**config.mk**
```make
export PLATFORM = sky130hd
export DESIGN_NAME = dmem_sram_bridge
export DESIGN_NICKNAME = d
export VERILOG_FILES = /design/src/rtl/dmem_sram_bridge.sv
export SDC_FILE = /design/constraint.sdc
export NUM_CORES = 1
export LEC_CHECK = 0
export ABC_AREA = 0
export CORE_UTILIZATION = 45
export CTS_BUF_LIST = sky130_fd_sc_hd__clkbuf_2 sky130_fd_sc_hd__clkbuf_4 sky130_fd_sc_hd__clkbuf_8
export CTS_CLUSTER_DIAMETER = 80
export CTS_CLUSTER_SIZE = 12
export DETAILED_ROUTE_END_ITERATION = 6
export DONT_BUFFER_PORTS = 1
export PLACE_DENSITY_LB_ADDON = 0.25
export SYNTH_ARGS = -nofsm -noshare
export SYNTH_HDL_FRONTEND = slang
export SYNTH_SLANG_ARGS = --single-unit
```
**constraint.sdc**
```tcl
create_clock -name clk -period 3.1 [get_ports clk]
set_input_delay 0.31 -clock clk [delete_from_list [all_inputs] [get_ports clk]]
set_output_delay 0.31 -clock clk [all_outputs]
set_load 0.005 [all_outputs]
```
**src/rtl/dmem_sram_bridge.sv**
```systemverilog
// Bridges the 64-bit pipeline data-memory port onto a 16-bit asynchronous SRAM,
// splitting each access into little-endian halfword beats (SETUP then ACCESS per beat).
module dmem_sram_bridge #(
  parameter int ADDR_W      = 20,
  parameter int WAIT_CYCLES = 1
) (
  input  logic              clk,
  input  logic              rst,
  input  logic [63:0]       dmem_addr,
  input  logic [63:0]       dmem_dout,
  input  logic [1:0]        dmem_write_width,
  input  logic              dmem_rstrobe,
  input  logic              dmem_wstrobe,
  output logic [63:0]       dmem_din,
  output logic              dmem_cycle_complete,
  output logic              dmem_misaligned,
  output logic [ADDR_W-1:0] sram_addr,
  output logic [15:0]       sram_dq_out,
  input  logic [15:0]       sram_dq_in,
  output logic              sram_dq_oe,
  output logic              sram_ce_n,
  output logic              sram_oe_n,
  output logic              sram_we_n,
  output logic [1:0]        sram_be_n
);

  typedef enum logic [1:0] {
    ST_IDLE   = 2'd0,
    ST_SETUP  = 2'd1,
    ST_ACCESS = 2'd2,
    ST_DONE   = 2'd3
  } state_t;

  localparam logic [3:0] WAIT_LAST = 4'(WAIT_CYCLES - 1);

  function automatic logic f_misaligned(input logic [1:0] width, input logic [2:0] addr_lo);
    case (width)
      2'd0:    f_misaligned = (addr_lo != 3'd0);
      2'd1:    f_misaligned = (addr_lo[1:0] != 2'd0);
      2'd2:    f_misaligned = addr_lo[0];
      default: f_misaligned = 1'b0;
    endcase
  endfunction

  function automatic logic [1:0] f_last_beat(input logic [1:0] width);
    case (width)
      2'd0:    f_last_beat = 2'd3;
      2'd1:    f_last_beat = 2'd1;
      default: f_last_beat = 2'd0;
    endcase
  endfunction

  // Byte accesses enable only the addressed lane; everything wider uses both lanes.
  function automatic logic [1:0] f_be_n(input logic [1:0] width, input logic lane_hi);
    if (width == 2'd3) begin
      f_be_n = lane_hi ? 2'b01 : 2'b10;
    end else begin
      f_be_n = 2'b00;
    end
  endfunction

  function automatic logic [15:0] f_wdata(input logic [1:0] width, input logic [63:0] data,
                                          input logic [1:0] beat);
    case (width)
      2'd3:    f_wdata = {data[7:0], data[7:0]};
      2'd2:    f_wdata = data[15:0];
      default: f_wdata = data[{beat, 4'd0} +: 16];
    endcase
  endfunction

  state_t              r_state;
  logic                r_write;
  logic [1:0]          r_width;
  logic [63:0]         r_dout;
  logic [ADDR_W-1:0]   r_base;
  logic                r_lane_hi;
  logic [1:0]          r_beat;
  logic [3:0]          r_wait;
  logic [63:0]         r_acc;

  logic                w_req;
  logic [1:0]          w_beat_nx;
  logic [63:0]         w_acc_next;
  logic                w_unused;

  assign w_req     = dmem_rstrobe | dmem_wstrobe;
  assign w_beat_nx = r_beat + 2'd1;
  // Address bits above the SRAM space alias and are deliberately dropped.
  assign w_unused  = &{1'b0, dmem_addr[63:ADDR_W+1]};

  // Read accumulator with the current beat's SRAM data merged in
  always_comb begin
    w_acc_next = r_acc;
    case (r_width)
      2'd3:    w_acc_next = {56'd0, (r_lane_hi ? sram_dq_in[15:8] : sram_dq_in[7:0])};
      2'd2:    w_acc_next = {48'd0, sram_dq_in};
      default: w_acc_next[{r_beat, 4'd0} +: 16] = sram_dq_in;
    endcase
  end

  // Transaction FSM with all pipeline and SRAM outputs registered
  always_ff @(posedge clk) begin
    if (rst) begin
      r_state             <= ST_IDLE;
      r_write             <= 1'b0;
      r_width             <= 2'd0;
      r_dout              <= 64'd0;
      r_base              <= '0;
      r_lane_hi           <= 1'b0;
      r_beat              <= 2'd0;
      r_wait              <= 4'd0;
      r_acc               <= 64'd0;
      dmem_din            <= 64'd0;
      dmem_cycle_complete <= 1'b0;
      dmem_misaligned     <= 1'b0;
      sram_addr           <= '0;
      sram_dq_out         <= 16'd0;
      sram_dq_oe          <= 1'b0;
      sram_ce_n           <= 1'b1;
      sram_oe_n           <= 1'b1;
      sram_we_n           <= 1'b1;
      sram_be_n           <= 2'b11;
    end else begin
      case (r_state)
        ST_IDLE: begin
          if (w_req) begin
            r_write   <= dmem_wstrobe;
            r_width   <= dmem_write_width;
            r_dout    <= dmem_dout;
            r_base    <= dmem_addr[ADDR_W:1];
            r_lane_hi <= dmem_addr[0];
            r_beat    <= 2'd0;
            r_acc     <= 64'd0;
            if (f_misaligned(dmem_write_width, dmem_addr[2:0])) begin
              r_state             <= ST_DONE;
              dmem_cycle_complete <= 1'b1;
              dmem_misaligned     <= 1'b1;
              dmem_din            <= 64'd0;
            end else begin
              r_state     <= ST_SETUP;
              sram_ce_n   <= 1'b0;
              sram_addr   <= dmem_addr[ADDR_W:1];
              sram_be_n   <= f_be_n(dmem_write_width, dmem_addr[0]);
              sram_dq_out <= f_wdata(dmem_write_width, dmem_dout, 2'd0);
              sram_dq_oe  <= dmem_wstrobe;
            end
          end else begin
            r_state <= ST_IDLE;
          end
        end
        ST_SETUP: begin
          r_state <= ST_ACCESS;
          r_wait  <= WAIT_LAST;
          if (r_write) begin
            sram_we_n <= 1'b0;
          end else begin
            sram_oe_n <= 1'b0;
          end
        end
        ST_ACCESS: begin
          if (r_wait != 4'd0) begin
            r_wait <= r_wait - 4'd1;
          end else begin
            sram_we_n <= 1'b1;
            sram_oe_n <= 1'b1;
            if (!r_write) begin
              r_acc <= w_acc_next;
            end
            if (r_beat == f_last_beat(r_width)) begin
              r_state             <= ST_DONE;
              sram_ce_n           <= 1'b1;
              sram_be_n           <= 2'b11;
              sram_dq_oe          <= 1'b0;
              dmem_cycle_complete <= 1'b1;
              if (!r_write) begin
                dmem_din <= w_acc_next;
              end
            end else begin
              r_state     <= ST_SETUP;
              r_beat      <= w_beat_nx;
              sram_addr   <= r_base + {{(ADDR_W-2){1'b0}}, w_beat_nx};
              sram_dq_out <= f_wdata(r_width, r_dout, w_beat_nx);
            end
          end
        end
        ST_DONE: begin
          r_state             <= ST_IDLE;
          dmem_cycle_complete <= 1'b0;
          dmem_misaligned     <= 1'b0;
        end
        default: begin
          r_state             <= ST_IDLE;
          dmem_cycle_complete <= 1'b0;
          dmem_misaligned     <= 1'b0;
        end
      endcase
    end
  end

endmodule

```
Yosys cells after proc, flatten, opt, wreduce, memory -nomap -nowiden
Index checks and enable logic that the tools add are counted.

cells by class
  reduce and logical (&&, ||, !) cells = 21
  mux-type cells = 69
  shifts and indexed selects = 3
  add/subtract/negate cells = 4
  bitwise operators = 1
  equal/unequal tests = 20

operators with widths
  cell                     count
  $mux 64                  7
  $pmux 64 s2              3
  $mux 16                  5
  $mux 20                  4
  $bwmux 64                1
  $pmux 16 s2              2
  $shift 16x8->64 const A  1
  $shiftx 16x8->64         1
  $shiftx 64x7->16         1
  $pmux 20 s2              1
  $mux 2                   16
  $add 20x2->20            1
  $ne 2x2->1 const B       10
  $mux 1                   16
  $reduce_and 5->1         3
  $eq 2x2->1 const B       6
  $pmux 2 s2               3
  $pmux 1 s2               5
  $reduce_and 3->1         3
  $mux 8                   1
  $neg 6->8                1
  $pmux 2 s4               1
  $pmux 4 s2               1
  $reduce_and 4->1         2
  other kinds (13)         23

word-level totals
  bits of input ports = 150
  word-level logic and storage cells = 137
  bits in registers = 268

Logic depth before layout (Yosys ltp)
Gate-level depths: netlist of the first run.

  depth in word-level cells = 9
  mapped depth = 10

Least setup slack after synthesis of the first run
OpenSTA, ideal clock, no wires.

  path type = register -> register
  start = register r_beat[0]
  end = register sram_dq_out[6]
  clock period less this slack = 2417 ps
  required time = 3009 ps
  library setup time = 91 ps
  stages on the path, launching flop included = 10
  setup slack = 683 ps
  data arrival time = 2326 ps
  path buffers = 3
  path through = dfxtp_1 inv_1 ha_1 buf_2 clkbuf_1 clkbuf_1 nor3_1 a21oi_1 o221ai_1 a311oi_1

on the way
  cells in the longest elaborated chain, start to end = 6
  elaborated cells between the ends (all ways) = 9
  classes of those cells = add/sub (1); eq/ne (2); shift (1); mux (4); reduce/logical (1)

RTL lines
  element                   RTL line  source
  start: declaration        77        logic [1:0] r_beat;
  start signal: assignment  180       r_beat <= w_beat_nx;
  $add 2x1->2               87        assign w_beat_nx = r_beat + 2'd1;
  $shiftx 64x7->16          67        default: f_wdata = data[{beat, 4'd0} +: 16];
  $pmux 16 s2               64        case (width)
  $mux 16                   169       if (r_beat == f_last_beat(r_width)) begin
  $mux 16                   161       if (r_wait != 4'd0) begin
  $pmux 16 s2               124       case (r_state)
  end signal: assignment    144       sram_dq_out <= f_wdata(dmem_write_width, dmem_dout, 2'd0);
  end signal: assignment    182       sram_dq_out <= f_wdata(r_width, r_dout, w_beat_nx);
  end: declaration          18        output logic [15:0] sram_dq_out,

Parallel ways exist; a longest one is shown, timed or not. The select of a mux whose other input is x is not followed.
A chain may end at the register's enable or synchronous reset.

Worst setup path after layout of the first run
  start = register r_beat[1]
  end = register sram_addr[11]

on the way
  cells in the longest elaborated chain, start to end = 5
  elaborated cells between the ends (all ways) = 8
  classes of those cells = add/sub (2); eq/ne (2); mux (3); reduce/logical (1)

RTL lines
  element                 RTL line  source
  $add 2x1->2             87
  $add 20x2->20           181       sram_addr <= r_base + {{(ADDR_W-2){1'b0}}, w_beat_nx};
  $mux 20                 169
  $mux 20                 161
  $pmux 20 s2             124
  end signal: assignment  142       sram_addr <= dmem_addr[ADDR_W:1];
  end signal: assignment  181
  end: declaration        17        output logic [ADDR_W-1:0] sram_addr,

Parallel ways exist; a longest one is shown, timed or not. The select of a mux whose other input is x is not followed.

==> results.py, run 1 <==
metrics = {
    "cells_and_area": {
        "fill_cells": 2553,
        "postLayoutCellArea_sq_mm": 0.0145,
        "final_net_count": 1869,
        "areaGrowthSynthToFinish_pct": 17.2,
        "layout-drive-gt1-share": 0.0685,
        "layout.cells.non_filler": 2050,
        "n_antenna_cell": 0,
        "finalCoreUtilization": 0.537,
    },
    "place": {
        "place_hpwl_mm": 22.8,
        "portBuffers": 0,
        "numPlacedInstances": 1881,
        "globalplace.congestion": 0.833,
        "placement.cell_area_sq_mm": 0.0126,
        "detailedPlace.worstSlack_ns": 0.403,
    },
    "yosys": {
        "post_synthesis_cells": 1640,
        "yosys.area.top_type": "sky130_fd_sc_hd__dfxtp_1",
        "synth.top_cell.area_share": 0.434,
        "synth.most_common_cell": "sky130_fd_sc_hd__nand2_1",
        "syn-num-nets": 1800,
        "postSynthAreaPerCell_sq_um": 7.53,
        "syn-cell-area_sq_mm": 0.0123,
        "synth.top_cells.by_area": "sky130_fd_sc_hd__dfxtp_1, sky130_fd_sc_hd__nand2_1, sky130_fd_sc_hd__a21oi_1, sky130_fd_sc_hd__clkbuf_1, sky130_fd_sc_hd__nor2b_1",
        "yosysWarningCount": 0,
        "yosys_register_bits": 268,
        "synthFlopType": "sky130_fd_sc_hd__dfxtp_1",
        "synthArstFlopShare": 0,
        "synth.lib_cells_used.distinct": 64,
        "synth_commonest_cells": "sky130_fd_sc_hd__nand2_1, sky130_fd_sc_hd__a21oi_1, sky130_fd_sc_hd__dfxtp_1",
        "synth_enable_flop_cells": 0,
        "synth_seq_area_share": 0.434,
    },
    "clock_network": {
        "cts_made_buffers": 26,
        "tritoncts": "yes",
        "cts_h_tree_depth": 1,
        "worst_skew_pair.late_latency_ns": 0.57,
        "cts-root-to-sink-buffers": 3,
        "cts_num_sinks": 268,
        "root_buffer": "sky130_fd_sc_hd__clkbuf_8",
        "reg_clk_slew_reported_paths_ns": 0.09,
    },
    "sta": {
        "clock.fmax_ghz": 0.338,
        "setup_violations": 0,
        "hold_ws_ns": 0.0282,
        "worst-slew-pin-transition_ns": 0.990,
        "fin_ws_ns": 0.144,
        "grt_setup_unrepaired": "no",
        "finalClockSkew_ns": 0.0218,
        "maxSlewViolCount": 0,
        "fin_crit_sh": 0.954,
        "final_period_minus_worst_setup_slack_ns": 2.96,
        "totalNegativeSetupSlack_ns": 0,
        "final-hold-violation-count": 0,
        "slew_limit_headroom": 0.339,
    },
    "worst_setup_path": {
        "worst-endpoint-required_ns": 3.62,
        "start_kind": "flip-flop",
        "crit_path_end_kind": "flip-flop",
        "cp_cell_sequence": "inv_1 -> ha_1 -> ha_1 -> a21oi_1 -> buf_4 -> nor4_1 -> xnor2_1 -> a2111o_1 -> a21oi_1 -> dlygate4sd3_1",
        "timing.critical_path.arrival_ns": 3.48,
        "cpPeakStageDelay_ns": 0.55,
        "setup.worst_path.class": "reg2reg",
        "family_with_the_most_delay_on_the_worst_path": "buffers and inverters",
        "crit_buf_inv": 3,
        "critPathMaxFanout": 6,
        "timing.critical_path.slowest_stage_cell": "sky130_fd_sc_hd__dlygate4sd3_1",
    },
    "grt": {
        "grt-ovfl-total": 0,
        "gr-usage-met3": 0.0619,
        "met2_usage": 0.412,
        "pin_count_of_the_biggest_net_entering_global_routing": 165,
        "top_usage_layer": "met2",
        "global_route.usage.total": 0.262,
        "met1_usage": 0.354,
        "grt_first_pass_wirelength_mm": 60.0,
        "number_of_antenna_violations_at_the_first_check_in_global_routing": 0,
        "first_global_vias": 11000,
    },
    "routing": {
        "dr.first_iter.drc_count": 1042,
        "dr_total_vias": 11700,
        "detailed_route_vias_per_instance": 5.71,
        "wl_per_cell_microns": 18.6,
        "residual_drc_count": 0,
        "antenna_left": 0,
        "drt_wl_total_mm": 38.1,
        "drt_pass1_iterations": 5,
    },
    "die": {
        "top_level_ports": 258,
        "die_area_sq_mm": 0.0281,
        "fp-row-count": 60,
        "fp.dieH_microns": 168,
        "design.core.area_sq_mm": 0.0270,
        "floorplan.die.width_microns": 168,
        "initial_core_util": 0.458,
    },
    "pwr": {
        "peakVddDrop_mv": 0.364,
        "leakagePower_nw": 5.11,
        "power_density_mw_per_mm2": 552,
        "finalPower_mw": 7.99,
    },
    "run": {
        "cap_violations": 0,
    },
    "min_path": {
        "hold_path.class": "in2reg",
    },
    "status": {
        "status": "complete, no violations",
    },
}
==> cell families after synthesis <==
family	share of synthesized area
AOI/OAI and AO/OA	0.215
xor gates and xnor gates	0.00993
and+or+nand+nor	0.244
adders and majority gates	0.0107
buffers and inverters	0.0460
muxes	0.0400
DFF	0.434
==> flip-flops by register name, indices dropped and copies added, names as in the netlist, 2 cells and up <==
signal / cells
dmem_din: 64
r_acc: 64
r_dout: 64
r_base: 20
sram_addr: 20
sram_dq_out: 16
r_wait: 4
r_beat: 2
r_state: 2
r_width: 2
sram_be_n: 2
==> cell type report <==
type | instances | area, sq um | share of cell area
Clock buffer | 27 | 372 | 0.0257
Clock inverter | 1 | 8.76 | 0.000605
Inverter | 11 | 41.3 | 0.00285
Multi-Input combinational cell | 1229 | 6520 | 0.450
Sequential cell | 268 | 5370 | 0.371
Tap cell | 341 | 427 | 0.0295
Timing Repair Buffer | 173 | 1740 | 0.120
==> metal layers <==
| metal | share of wire | routed length (microns) |
|---|---|---|
| met4 | 0.030 | 1150 |
| met3 | 0.083 | 3160 |
| met5 | 0 | 0 |
| met1 | 0.44 | 16600 |
| met2 | 0.45 | 17200 |
==> repair_timing <==
action | 4_1_cts | 5_1_grt
gates resized for setup | 0 | 8
endpoints found under the setup margin | 0 | 15
hold endpoints to repair | 254 | 0
setup buffers | 0 | 2
hold buffers | 138 | 0
==> cells in the final DEF, fill, tap and decap left out, types with 4 or more instances in the layout <==
cell,Yosys,final
sky130_fd_sc_hd__nor2b_1,60,59
sky130_fd_sc_hd__nor3b_1,5,4
sky130_fd_sc_hd__a311oi_1,11,11
sky130_fd_sc_hd__mux4_2,8,8
sky130_fd_sc_hd__o22ai_1,11,11
sky130_fd_sc_hd__mux2i_1,10,10
sky130_fd_sc_hd__o21ai_0,54,54
sky130_fd_sc_hd__nor3_1,13,13
sky130_fd_sc_hd__o221ai_1,9,9
sky130_fd_sc_hd__a2111o_1,8,8
sky130_fd_sc_hd__dfxtp_1,268,268
sky130_fd_sc_hd__a22oi_1,10,10
sky130_fd_sc_hd__a21oi_1,321,318
sky130_fd_sc_hd__nor2_1,77,76
sky130_fd_sc_hd__clkbuf_8,0,27
sky130_fd_sc_hd__buf_12,0,6
sky130_fd_sc_hd__nand4_1,6,6
sky130_fd_sc_hd__buf_4,2,28
sky130_fd_sc_hd__mux2_2,19,19
sky130_fd_sc_hd__dlygate4sd3_1,0,137
sky130_fd_sc_hd__o31ai_1,8,8
sky130_fd_sc_hd__inv_1,11,11
sky130_fd_sc_hd__nand3b_1,8,8
sky130_fd_sc_hd__nand2_1,484,484
sky130_fd_sc_hd__nand2b_1,5,5
sky130_fd_sc_hd__xnor2_1,11,11
sky130_fd_sc_hd__nand3_1,28,28
sky130_fd_sc_hd__ha_1,9,9
==> power breakdown <==
| part | leakage [nW] | internal, mW | total, mW | switching, mW |
|---|---|---|---|---|
| Combinational | 2.73 | 0.786 | 2.08 | 1.29 |
| Clock | 0.199 | 0.779 | 1.97 | 1.19 |
| Sequential | 2.18 | 3.71 | 3.95 | 0.233 |
==> worst reg2reg max path: cells and delay by family, from the launching register on <==
kind | cells | cell delay [ns]
XOR/XNOR | 1 | 0.11
adder cells (fa/ha/maj) | 2 | 0.68
buffers and inverters | 3 | 0.86
AO/OA/AOI/OAI | 3 | 0.61
flip-flops | 1 | 0.42
AND/OR/NAND/NOR | 1 | 0.26
==> worst paths after layout <==
kind | start | slack (ns) | cells after the start | to
setup reg to reg | r_beat[1]$_SDFFE_PP0P_ | 0.14 | 10 | sram_addr[11]$_SDFFE_PP0P_
hold reg to reg | r_acc[42]$_SDFFE_PP0P_ | 0.45 | 2 | r_acc[42]$_SDFFE_PP0P_
setup / recovery | r_beat[1]$_SDFFE_PP0P_ | 0.14 | 10 | sram_addr[11]$_SDFFE_PP0P_
hold / removal | dmem_addr[17] | 0.03 | 3 | sram_addr[16]$_SDFFE_PP0P_
No activity file was read; power rests on OpenSTA's default activity.
==> run 2: changes to the inputs <==
Settings changed: CTS_BUF_LIST sky130_fd_sc_hd__clkbuf_2 sky130_fd_sc_hd__clkbuf_4 sky130_fd_sc_hd__clkbuf_8 to sky130_fd_sc_hd__clkbuf_4.
==> run 2 against run 1 <==
Compared with the run above:
- largest power group unchanged
- via count rose by 2.5%
- non-clock buffer count rose by 33
- first-iteration DRC count rose by 4.4%
- clock skew rose by 0.013 ns
- final cell count rose by 1.7%
- setup slack improved by 0.030 ns
- count of clock-buffer cells in the layout did not move
- fmax rose by 1.0%
- core utilization rose by 0.62 points
- cell area rose by 1.2%
- sequential share of layout area fell by 0.42 points
- die area did not move
==> results.py, run 2 (same netlist as run 1, synthesis figures left out) <==
metrics = {
    "sta": {
        "clock.fmax_ghz": 0.342,
        "totalNegativeSetupSlack_ns": 0,
        "finalClockSkew_ns": 0.0346,
        "setup_violations": 0,
        "hold_ws_ns": 0.0650,
        "grt_setup_unrepaired": "no",
        "slew_limit_headroom": 0.313,
        "maxSlewViolCount": 0,
        "final-hold-violation-count": 0,
        "worst-slew-pin-transition_ns": 1.03,
        "fin_crit_sh": 0.944,
        "final_period_minus_worst_setup_slack_ns": 2.93,
    },
    "die": {
        "initial_core_util": 0.458,
        "top_level_ports": 258,
        "die_area_sq_mm": 0.0281,
        "floorplan.die.width_microns": 168,
        "fp.dieH_microns": 168,
        "fp-row-count": 60,
        "design.core.area_sq_mm": 0.0270,
    },
    "routing": {
        "antenna_left": 0,
        "detailed_route_vias_per_instance": 5.76,
        "drt_wl_total_mm": 38.8,
        "dr_total_vias": 12000,
        "drt_pass1_iterations": 7,
        "wl_per_cell_microns": 18.6,
        "residual_drc_count": 0,
        "dr.first_iter.drc_count": 1088,
    },
    "grt": {
        "number_of_antenna_violations_at_the_first_check_in_global_routing": 1,
        "met2_usage": 0.423,
        "pin_count_of_the_biggest_net_entering_global_routing": 175,
        "grt-ovfl-total": 0,
        "grt_first_pass_wirelength_mm": 61.1,
        "first_global_vias": 11200,
        "top_usage_layer": "met2",
        "gr-usage-met3": 0.0619,
        "global_route.usage.total": 0.268,
        "met1_usage": 0.361,
    },
    "cells_and_area": {
        "mostFrequentLayoutCell": "sky130_fd_sc_hd__nand2_1",
        "areaGrowthSynthToFinish_pct": 18.6,
        "final_cell_mix": "sky130_fd_sc_hd__nand2_1, sky130_fd_sc_hd__a21oi_1, sky130_fd_sc_hd__dfxtp_1, sky130_fd_sc_hd__dlygate4sd3_1, sky130_fd_sc_hd__nor2_1",
        "largest_registers_ranked_by_flip_flop_count": "dmem_din: 64 flops, r_acc: 64 flops, r_dout: 64 flops",
        "layout-drive-gt1-share": 0.0677,
        "final_net_count": 1902,
    },
    "pwr": {
        "power_density_mw_per_mm2": 524,
        "power.share.clock": 0.202,
        "switching_power_mw": 2.71,
        "leakagePower_nw": 5.16,
        "comb_power_share": 0.283,
        "power.share.switching": 0.354,
        "proportion_of_power_drawn_by_flip_flops_and_latches": 0.515,
        "peakVddDrop_mv": 0.352,
        "cell_internal_pwr_mw": 4.96,
    },
    "clock_network": {
        "cts_num_sinks": 268,
        "cts-root-to-sink-buffers": 3,
        "cts_made_buffers": 26,
        "cts_h_tree_depth": 1,
        "tritoncts": "yes",
        "root_buffer": "sky130_fd_sc_hd__clkbuf_4",
        "reg_clk_slew_reported_paths_ns": 0.15,
        "worst_skew_pair.late_latency_ns": 0.71,
    },
    "worst_setup_path": {
        "worst-endpoint-required_ns": 3.77,
        "start_kind": "flip-flop",
        "timing.critical_path.arrival_ns": 3.59,
        "crit_path_end_kind": "flip-flop",
        "critPathMaxFanout": 33,
        "setup.worst_path.class": "reg2reg",
    },
    "run": {
        "cap_violations": 0,
    },
    "place": {
        "place_hpwl_mm": 22.8,
        "portBuffers": 0,
        "globalplace.congestion": 0.833,
    },
    "min_path": {
        "hold_path.class": "in2reg",
    },
    "status": {
        "status": "complete, no violations",
    },
}
## run 2: repair_timing
action,4_1_cts,5_1_grt
endpoints found under the hold margin,268,0
buffers inserted,0,3
endpoints found under the setup margin,0,14
resized for setup,0,9
hold buffers,170,0
## run 2: cell type report
| type | instances | area [sq um] |
|---|---|---|
| multi-input cells | 1229 | 6520 |
| diodes | 2 | 5.00 |
| well taps | 341 | 427 |
| fillers | 2561 | 12300 |
| clock buffers | 27 | 203 |
| inverters | 11 | 41.3 |
| repair buffers | 206 | 2070 |
| clock inverters | 1 | 8.76 |
| flip-flops and latches | 268 | 5370 |
## run 2: worst max-delay path: stages (launching register included)
cell	delay, ns
sky130_fd_sc_hd__dfxtp_1	0.34
sky130_fd_sc_hd__buf_6	0.21
sky130_fd_sc_hd__and4bb_1	0.26
sky130_fd_sc_hd__a311oi_4	0.49
sky130_fd_sc_hd__a32oi_2	0.29
sky130_fd_sc_hd__buf_4	0.30
sky130_fd_sc_hd__a2111o_1	0.30
sky130_fd_sc_hd__a21oi_1	0.12
sky130_fd_sc_hd__dlygate4sd3_1	0.55
## run 2: power by group through the flow
stage / clock network (mW) / logic (mW) / registers, mW
global route: 1.71 / 2.36 / 3.98
CTS: 1.59 / 2.11 / 3.94
global placement: 0 / 1.75 / 4.01
detailed placement: 0 / 1.78 / 4.02
floorplan: 0 / 1.34 / 3.93
finish: 1.55 / 2.17 / 3.95
## run 2: per-stage QoR
stage | power (mW) | util | worst slack (ns) | instances | cell area [sq um]
CTS | 7.64 | 0.540 | 0.00992 | 2079 | 14600
global placement | 5.76 | 0.469 | 0.443 | 1881 | 12600
floorplan | 5.27 | - | 0.683 | 1640 | 12300
global route | 8.05 | 0.543 | 0.0484 | 2085 | 14600
detailed placement | 5.79 | 0.469 | 0.403 | 1881 | 12600
finish | 7.67 | 0.543 | 0.174 | 2085 | 14600
## run 2: metal layers
| metal | vias to the layer above | wire length, microns |
|---|---|---|
| li1 | 5780 | - |
| met1 | 5668 | 16800 |
| met2 | 472 | 17600 |
| met3 | 84 | 3310 |
| met4 | 0 | 1070 |
| met5 | - | 0 |
## run 2: path summary, 6_finish.rpt
kind | startpoint | endpoint | slack (ns) | depth (start not counted)
hold / removal | rst | sram_addr[14]$_SDFFE_PP0P_ | 0.07 | 2
hold reg to reg | r_acc[42]$_SDFFE_PP0P_ | r_acc[42]$_SDFFE_PP0P_ | 0.46 | 2
setup / recovery | r_beat[0]$_SDFFE_PP0P_ | sram_addr[11]$_SDFFE_PP0P_ | 0.17 | 8
setup reg to reg | r_beat[0]$_SDFFE_PP0P_ | sram_addr[11]$_SDFFE_PP0P_ | 0.17 | 8
